==> config.mk <==
export PLATFORM = sky130hd
export DESIGN_NAME = regfile_2w2r_sync
export DESIGN_NICKNAME = d
export VERILOG_FILES = /design/src/rtl/regfile_2w2r_sync_pkg.sv /design/src/rtl/regfile_wr_arb.sv /design/src/rtl/regfile_2w2r_sync.sv
export SDC_FILE = /design/constraint.sdc
export NUM_CORES = 1
export LEC_CHECK = 0
export CAP_MARGIN = 20
export CORE_ASPECT_RATIO = 1.25
export CORE_MARGIN = 2
export CORE_UTILIZATION = 40
export CTS_BUF_LIST = sky130_fd_sc_hd__clkbuf_4 sky130_fd_sc_hd__clkbuf_8 sky130_fd_sc_hd__clkbuf_16
export DETAILED_ROUTE_END_ITERATION = 6
export SETUP_SLACK_MARGIN = 0.3
export SYNTH_ARGS = -nofsm -noshare
export SYNTH_HDL_FRONTEND = slang
export SYNTH_SLANG_ARGS = --single-unit
==> constraint.sdc <==
create_clock -name clk -period 5.35 [get_ports clk]
set_input_delay 1.07 -clock clk [delete_from_list [all_inputs] [get_ports clk]]
set_output_delay 1.07 -clock clk [all_outputs]
set_load 0.01 [all_outputs]
==> src/rtl/regfile_2w2r_sync_pkg.sv <==
// Shared types, default widths and the collision-resolved write helper
// used by the 2-write/2-read register file.
package regfile_2w2r_sync_pkg;

    localparam int DW_DEF = 8;
    localparam int AW_DEF = 3;
    localparam int DEPTH  = 1 << AW_DEF;

    typedef struct packed {
        logic we;    // entry is written this edge
        logic sel1;  // take port 1 data (port 1 wins a collision)
    } wr_ctl_t;

    function automatic wr_ctl_t resolve_wr(
        input int unsigned idx,
        input logic        we0,
        input int unsigned waddr0,
        input logic        we1,
        input int unsigned waddr1,
        input logic        zero_reg
    );
        wr_ctl_t c;
        logic    hit0;
        logic    hit1;
        hit0   = we0 && (waddr0 == idx);
        hit1   = we1 && (waddr1 == idx);
        c.we   = (hit0 || hit1) && !(zero_reg && (idx == 0));
        c.sel1 = hit1;
        return c;
    endfunction

endpackage

==> src/rtl/regfile_wr_arb.sv <==
// Combinational write arbiter: per-entry write enable and data select for
// both write ports, plus the raw same-entry collision bit.
module regfile_wr_arb
    import regfile_2w2r_sync_pkg::*;
#(
    parameter int AW       = AW_DEF,
    parameter bit ZERO_REG = 1'b0
) (
    input  logic              i_we0,
    input  logic [AW-1:0]     i_waddr0,
    input  logic              i_we1,
    input  logic [AW-1:0]     i_waddr1,
    output logic [(1<<AW)-1:0] o_we_vec,
    output logic [(1<<AW)-1:0] o_sel1_vec,
    output logic              o_collision
);

    localparam int N_ENT = 1 << AW;

    always_comb begin
        wr_ctl_t w_ctl;
        // NOTE: every output gets a default before the loop so no latch is inferred.
        o_we_vec   = '0;
        o_sel1_vec = '0;
        for (int unsigned i = 0; i < N_ENT; i++) begin
            w_ctl = resolve_wr(i, i_we0, 32'(i_waddr0), i_we1, 32'(i_waddr1), ZERO_REG);
            o_we_vec[i]   = w_ctl.we;
            o_sel1_vec[i] = w_ctl.sel1;
        end
    end

    // A collision on the hardwired zero entry writes nothing, so it is not flagged.
    assign o_collision = i_we0 && i_we1 && (i_waddr0 == i_waddr1)
                         && !(ZERO_REG && (i_waddr0 == '0));

endmodule

==> src/rtl/regfile_2w2r_sync.sv <==
// Two-write/two-read flop-based register file with registered read data,
// optional write-to-read bypass, optional zero register and collision flag.
module regfile_2w2r_sync
    import regfile_2w2r_sync_pkg::*;
#(
    parameter int DW       = DW_DEF,
    parameter int AW       = AW_DEF,
    parameter bit BYPASS   = 1'b1,
    parameter bit ZERO_REG = 1'b0
) (
    input  logic          clk,
    input  logic          rst,
    input  logic          we0,
    input  logic [AW-1:0] waddr0,
    input  logic [DW-1:0] wdata0,
    input  logic          we1,
    input  logic [AW-1:0] waddr1,
    input  logic [DW-1:0] wdata1,
    input  logic          re0,
    input  logic [AW-1:0] raddr0,
    output logic [DW-1:0] rdata0,
    input  logic          re1,
    input  logic [AW-1:0] raddr1,
    output logic [DW-1:0] rdata1,
    output logic          wr_collision
);

    localparam int N_ENT = 1 << AW;

    logic [N_ENT-1:0] w_we_vec;
    logic [N_ENT-1:0] w_sel1_vec;
    logic             w_collision;
    logic [DW-1:0]    w_rd0;
    logic [DW-1:0]    w_rd1;
    logic [DW-1:0]    r_mem [N_ENT];
    logic [DW-1:0]    r_rdata0;
    logic [DW-1:0]    r_rdata1;
    logic             r_wr_collision;

    regfile_wr_arb #(
        .AW       (AW),
        .ZERO_REG (ZERO_REG)
    ) u_wr_arb (
        .i_we0       (we0),
        .i_waddr0    (waddr0),
        .i_we1       (we1),
        .i_waddr1    (waddr1),
        .o_we_vec    (w_we_vec),
        .o_sel1_vec  (w_sel1_vec),
        .o_collision (w_collision)
    );

    // NOTE: the array is cleared by reset because every entry must read 0 afterwards.
    always_ff @(posedge clk or posedge rst) begin
        if (rst) begin
            for (int i = 0; i < N_ENT; i++) r_mem[i] <= '0;
        end else begin
            for (int i = 0; i < N_ENT; i++) begin
                // NOTE: non-blocking so every entry and read register sees pre-edge state.
                if (w_we_vec[i]) r_mem[i] <= w_sel1_vec[i] ? wdata1 : wdata0;
            end
        end
    end

    always_comb begin
        w_rd0 = r_mem[raddr0];
        if (BYPASS && w_we_vec[raddr0]) w_rd0 = w_sel1_vec[raddr0] ? wdata1 : wdata0;
        if (ZERO_REG && (raddr0 == '0)) w_rd0 = '0;
    end

    always_comb begin
        w_rd1 = r_mem[raddr1];
        if (BYPASS && w_we_vec[raddr1]) w_rd1 = w_sel1_vec[raddr1] ? wdata1 : wdata0;
        if (ZERO_REG && (raddr1 == '0)) w_rd1 = '0;
    end

    always_ff @(posedge clk or posedge rst) begin
        if (rst) begin
            r_rdata0       <= '0;
            r_rdata1       <= '0;
            r_wr_collision <= 1'b0;
        end else begin
            if (re0) r_rdata0 <= w_rd0;
            if (re1) r_rdata1 <= w_rd1;
            r_wr_collision <= w_collision;
        end
    end

    assign rdata0       = r_rdata0;
    assign rdata1       = r_rdata1;
    assign wr_collision = r_wr_collision;

endmodule

Yosys cells after proc, flatten, opt, wreduce, memory -nomap -nowiden
Cells that the tools add are included.
{ "word_totals": {"regBits": 81, "inputBits": 34, "output_inout_bits": 17, "wordCells": 86} }
{ "classes": {"order_cmp": 4, "eq_ne": 15, "mux": 26, "bitwise": 2, "reduce_logical": 28} }
{ "op_table": {"columns": ["operator", "count"], "rows": [
  ["two-way mux 8 bit", 16],
  ["binary-select mux 8 bit (select 3 bit)", 2],
  ["== test 3 bit (second input constant)", 8],
  ["logical AND 1 bit", 18],
  ["binary-select mux 1 bit (select 3 bit)", 4],
  ["== test 3 x 2 -> 1 bit (second input constant)", 4],
  ["greater-or-equal comparator 4 bit (second input constant)", 2],
  ["logical OR 1 bit", 8],
  ["< comparator 3 x 4 -> 1 bit (second input constant)", 2],
  ["NOT 3 -> 4 bit", 2],
  ["== test 3 x 1 -> 1 bit (second input constant)", 2],
  ["zero test 3 bit", 2],
  ["two-way mux 1 bit", 4],
  ["== test 3 bit", 1]
]} }

Logic depth before layout (Yosys ltp)
{ "logic_depth": {"ltp_word": 6, "depth_mapped": 9} }

Hierarchy
From an unflattened synthesis, not the netlist that was laid out.
{ "hier_totals": {"cells_unflattened": 493, "hier_area_um2": 5708.0} }
{ "modules_own_cells": {"columns": ["mod", "n_inst", "cells_each", "area_each_um2", "seq_area_each_um2"], "rows": [
  ["regfile_2w2r_sync", 1, 458, 5482.8, 2026.9],
  ["regfile_wr_arb", 1, 35, 225.2, 0.0]
]} }

Least setup slack after synthesis
No wires, ideal clock.
{ "synth_path": {"kind": "input to register", "start": "in we0", "end": "reg r_rdata1[0], in the netlist rdata1[0]", "setup_time_ns": 0.082, "t_arrival_ns": 2.765, "slack_ns": 2.503, "path_stages": 8, "path_cell_list": "clkbuf_1 nor4bb_1 buf_2 o311ai_1 a21oi_2 buf_2 or4_1 a31oi_1"} }
{ "synth_via": {"elab_chain_len": 5, "elab_cells_between_ends": 19, "classes_between": "mux: 3; reduce/logical: 16"} }
{ "synth_rtl": {"columns": ["item", "line", "source"], "rows": [
  ["start, declared", "regfile_2w2r_sync.sv:13", "input logic we0,"],
  ["logical AND 1 bit", "regfile_2w2r_sync_pkg.sv:25", "hit0 = we0 && (waddr0 == idx);"],
  ["logical OR 1 bit", "regfile_2w2r_sync_pkg.sv:27", "c.we = (hit0 || hit1) && !(zero_reg && (idx == 0));"],
  ["binary-select mux 1 bit (select 3 bit) (*)", "regfile_2w2r_sync.sv:73", "if (BYPASS && w_we_vec[raddr1]) w_rd1 = w_sel1_vec[raddr1] ? wdata1 : wdata0;"],
  ["two-way mux 1 bit (implied by the code) (*)", "regfile_2w2r_sync.sv:73", null],
  ["two-way mux 8 bit (*)", "regfile_2w2r_sync.sv:73", null],
  ["end signal, assigned", "regfile_2w2r_sync.sv:84", "if (re1) r_rdata1 <= w_rd1;"],
  ["end, declared", "regfile_2w2r_sync.sv:37", "logic [DW-1:0] r_rdata1;"]
]} }
Every way passes the cells marked *; elsewhere a longest branch is shown, timed or not. The select of a mux whose other input is x is not followed.
A chain may end at the register's enable or synchronous reset.

Worst setup path after layout
{ "layout_path": {"start": "in waddr1[2]", "end": "reg r_rdata1[1], in the netlist rdata1[1]"} }
{ "layout_via": {"elab_chain_len": 6, "elab_cells_between_ends": 30, "classes_between": "eq/ne: 7; mux: 6; reduce/logical: 17"} }
{ "layout_rtl": {"columns": ["item", "line", "source"], "rows": [
  ["start, declared", "regfile_2w2r_sync.sv:17", "input logic [AW-1:0] waddr1,"],
  ["== test 3 x 1 -> 1 bit (tied with other cells)", "regfile_2w2r_sync_pkg.sv:26", "hit1 = we1 && (waddr1 == idx);"],
  ["logical AND 1 bit", "regfile_2w2r_sync_pkg.sv:26", null],
  ["binary-select mux 1 bit (select 3 bit) / logical OR 1 bit (equally long branches)", "regfile_2w2r_sync.sv:73, regfile_2w2r_sync_pkg.sv:27", null],
  ["two-way mux 1 bit (implied by the code) / binary-select mux 1 bit (select 3 bit) (equally long branches)", "regfile_2w2r_sync.sv:73", null],
  ["two-way mux 8 bit / two-way mux 1 bit (equally long branches)", "regfile_2w2r_sync.sv:73", null],
  ["two-way mux 8 bit (*)", "regfile_2w2r_sync.sv:73", null]
]} }
Marks and branches as above.

==> run metrics <==
status finished, final reports clean; xor and xnor area share after synthesis 1.48%; CTS Buf Count 9; post-CTS sizing 0; Die X about 110 µm; Worst-Margin Slew between 0.9 and 1 ns; area share of fa/ha/maj cells after synthesis 0%; busiest grt layer met2; die area 14,300 µm²; CTS tree built; Worst-Skew Late Latency 0.35 ns; Synth area leaders dfrtp_1 38%, mux2i_1 16%, mux4_2 10%, mux2_2 6.7%, o21ai_0 3.9%; Post-synth top cells 88 x mux2i_1, 81 x dfrtp_1, 52 x nor2_1; Post-synth top flop dfrtp_1; final instance count without filler cells between 700 and 800; Min-Delay Path Depth 1; fraction of synthesized area in multiplexers between 30% and 40%; count leader, synth mux2i_1; total routed wirelength approximately 15 mm; CP cell instances clkdlybuf4s50_1, nand4b_1, nand3_1, o31ai_1, o22ai_1, o21ai_0, a31oi_1; 1st-pass router iterations 5; final setup violating endpoints 0; CP Depth 7; initial core utilization between 40% and 50%; Fillers ~1.2k; Setup CP Type primary input to register; crit path capture type register; dominant cell type by area after synthesis dfrtp_1; Yosys reg bits between 80 and 90; number of nets produced by synthesis between 500 and 600; via count 4,203; vias in the first global route around 4.2k; met1 Usage GRT slightly below 30%; final antenna-violating net count 0; Max-Slew Margin vs Limit approximately 36%; met2 GRT Util 34.8%; post-synthesis compound-gate area fraction 11.0%; row count 47; post-synth top area share 38.0%; largest net degree at the start of global routing between 40 and 50; die height about 130 µm; Synth cell types 37; vias per cell between 5 and 6; GPL Wtd Cong about 0.85; diode count 0; Post-CTS Setup Bufs 0; met3 usage under 10%; number of max-cap violations 0; Final #Nets 575; number of I/O pins 51; worst min-delay path class register to register; max-slew violations 0; Leakage approximately 0.0026 µW; GRT Overall Usage between 20% and 30%; R2R depth 4; startpoint class of the critical path primary input; placed wire-length estimate 10.3 mm; DRC Markers 0; Post-Synthesis Cells 522; Critical Path AT a little over 4 ns; Clock transition at path regs 0.06 ns; main combinational cell family by area after synthesis multiplexers; Tmin final ~3.8 ns; WP buf/inv 1; Remaining Overflow, GRT 0; average cell area after synthesis between 10 and 15 µm²; CP required 5.62 ns; CTS Hold Bufs 0; maximum clock frequency 261 MHz; layout cells sized above 1 ~18%; CP max stage cell clkdlybuf4s50_1; PD cells around 330 nW/µm²; period utilization roughly 70%; Netlist Area Pre-Place around 5300 µm²; initial antenna violation count 0; core outline area 13,100 µm²; sequential share of the synthesized area 38.0%; clock skew a little over 0.006 ns; clock tree sinks 81; H-tree depth 3; Sum Neg Setup Slack 0 ns; endpoints failing hold 0; Max VDD drop approximately 150 µV; Post-synth ARST share 100%; first-pass GRT wire length between 20 and 25 mm; area grow syn2layout 17.5%; clock tree root buffer cell clkbuf_16; EDFF count, synth 0; RSZ-0062 raised after global routing no; Crit path largest cell delay around 0.75 ns; detailed-route wire length per cell between 20 and 25 µm; port bufs 50; 1st-iter DRT viols around 250; Syn. warnings 0; CP max FO 18; Synth Area in Simple Gates a little under an eighth; cell family with most CP delay compound AO/OA/AOI/OAI gates; CTS Buffer Depth 2; placed cell count 700; Tot Pwr about 2000 µW
==> area by class of cell <==
type | instances | area, µm² | area share [%]
Clock buffer | 10 | 233 | 3.71
Clock inverter | 5 | 56.3 | 0.897
Inverter | 1 | 5.00 | 0.0798
Multi-Input combinational cell | 380 | 3100 | 49.4
Sequential cell | 81 | 2030 | 32.3
Tap cell | 171 | 214 | 3.41
Timing Repair Buffer | 68 | 639 | 10.2
==> report_power, final <==
part / total [µW] / switching [µW] / internal, µW
clock: 620 / 255 / 364
sequential: 861 / 106 / 754
combinational: 571 / 249 / 322
total: 2050 / 611 / 1440
==> final timing paths <==
check / start / to / slack [ns]
worst max register to register: r_mem[33] / rdata0[1] / 3.74
worst max-delay path: waddr1[2] / rdata1[1] / 1.51
worst min-delay path: rdata0[1] / rdata0[1] / 0.50
min in group asynchronous: rst / r_mem[24] / 1.10
worst min register to register: rdata0[1] / rdata0[1] / 0.50
max in group asynchronous: rst / r_mem[60] / 3.23
==> layout by cell type, fill, tap and decap left out, drive strengths merged, types with 2 or more instances in the layout <==
cell type | synthesis | routed
mux2i | 88 | 88
mux2 | 32 | 32
clkinv | 0 | 3
clkbuf | 31 | 10
nor4b | 2 | 2
nand3b | 2 | 2
xor2 | 2 | 2
a21o | 2 | 2
nor3 | 2 | 2
nor4bb | 6 | 6
clkdlybuf4s50 | 0 | 50
nand3 | 4 | 4
xnor2 | 7 | 7
nand2 | 34 | 34
o22ai | 9 | 9
o21ai | 44 | 44
a31oi | 8 | 8
buf | 29 | 18
dfrtp | 81 | 81
mux4 | 24 | 24
nand4 | 5 | 5
nand4b | 6 | 6
nor2 | 52 | 52
or4 | 8 | 8
a21oi | 34 | 34
==> worst reg2reg max path: stages (launching register included) <==
cell and delay [ns]:
dfrtp_1 0.41, mux4_2 0.50, mux2i_1 0.14, mux2i_1 0.15
mux2_2 0.31
==> registers in the layout, indices dropped and copies added, names as in the netlist <==
signal and flops:
rdata1 8, rdata0 8, wr_collision 1, r_mem 64
==> stage by stage <==
stage / hold WS [ns] / worst slack (ns) / utilization (%) / instance area (µm²)
final: 0.505 / 1.51 / 47.8 / 6270
after global routing: 0.525 / 1.15 / 47.8 / 6270
after CTS: 0.510 / 1.52 / 47.8 / 6260
after detailed placement: 0.496 / 1.12 / 45.5 / 5970
after global placement: 0.489 / 1.24 / 45.5 / 5970
after floorplan: 0.541 / 2.20 / - / 5340
==> layer usage <==
| layer | routed length (µm) | vias to the layer above |
|---|---|---|
| li1 | - | 1951 |
| met2 | 7250 | 162 |
| met4 | 337 | 0 |
| met3 | 943 | 21 |
| met1 | 6120 | 2069 |
| met5 | 0 | - |
==> kinds of logic after synthesis <==
kind of cell / count (synthesis)
AOI/OAI and AO/OA: 104
xor gates and xnor gates: 9
buffers and inverters: 61
DFF: 81
muxes: 144
and+or+nand+nor: 123
No activity file was read; power rests on OpenSTA's default activity.
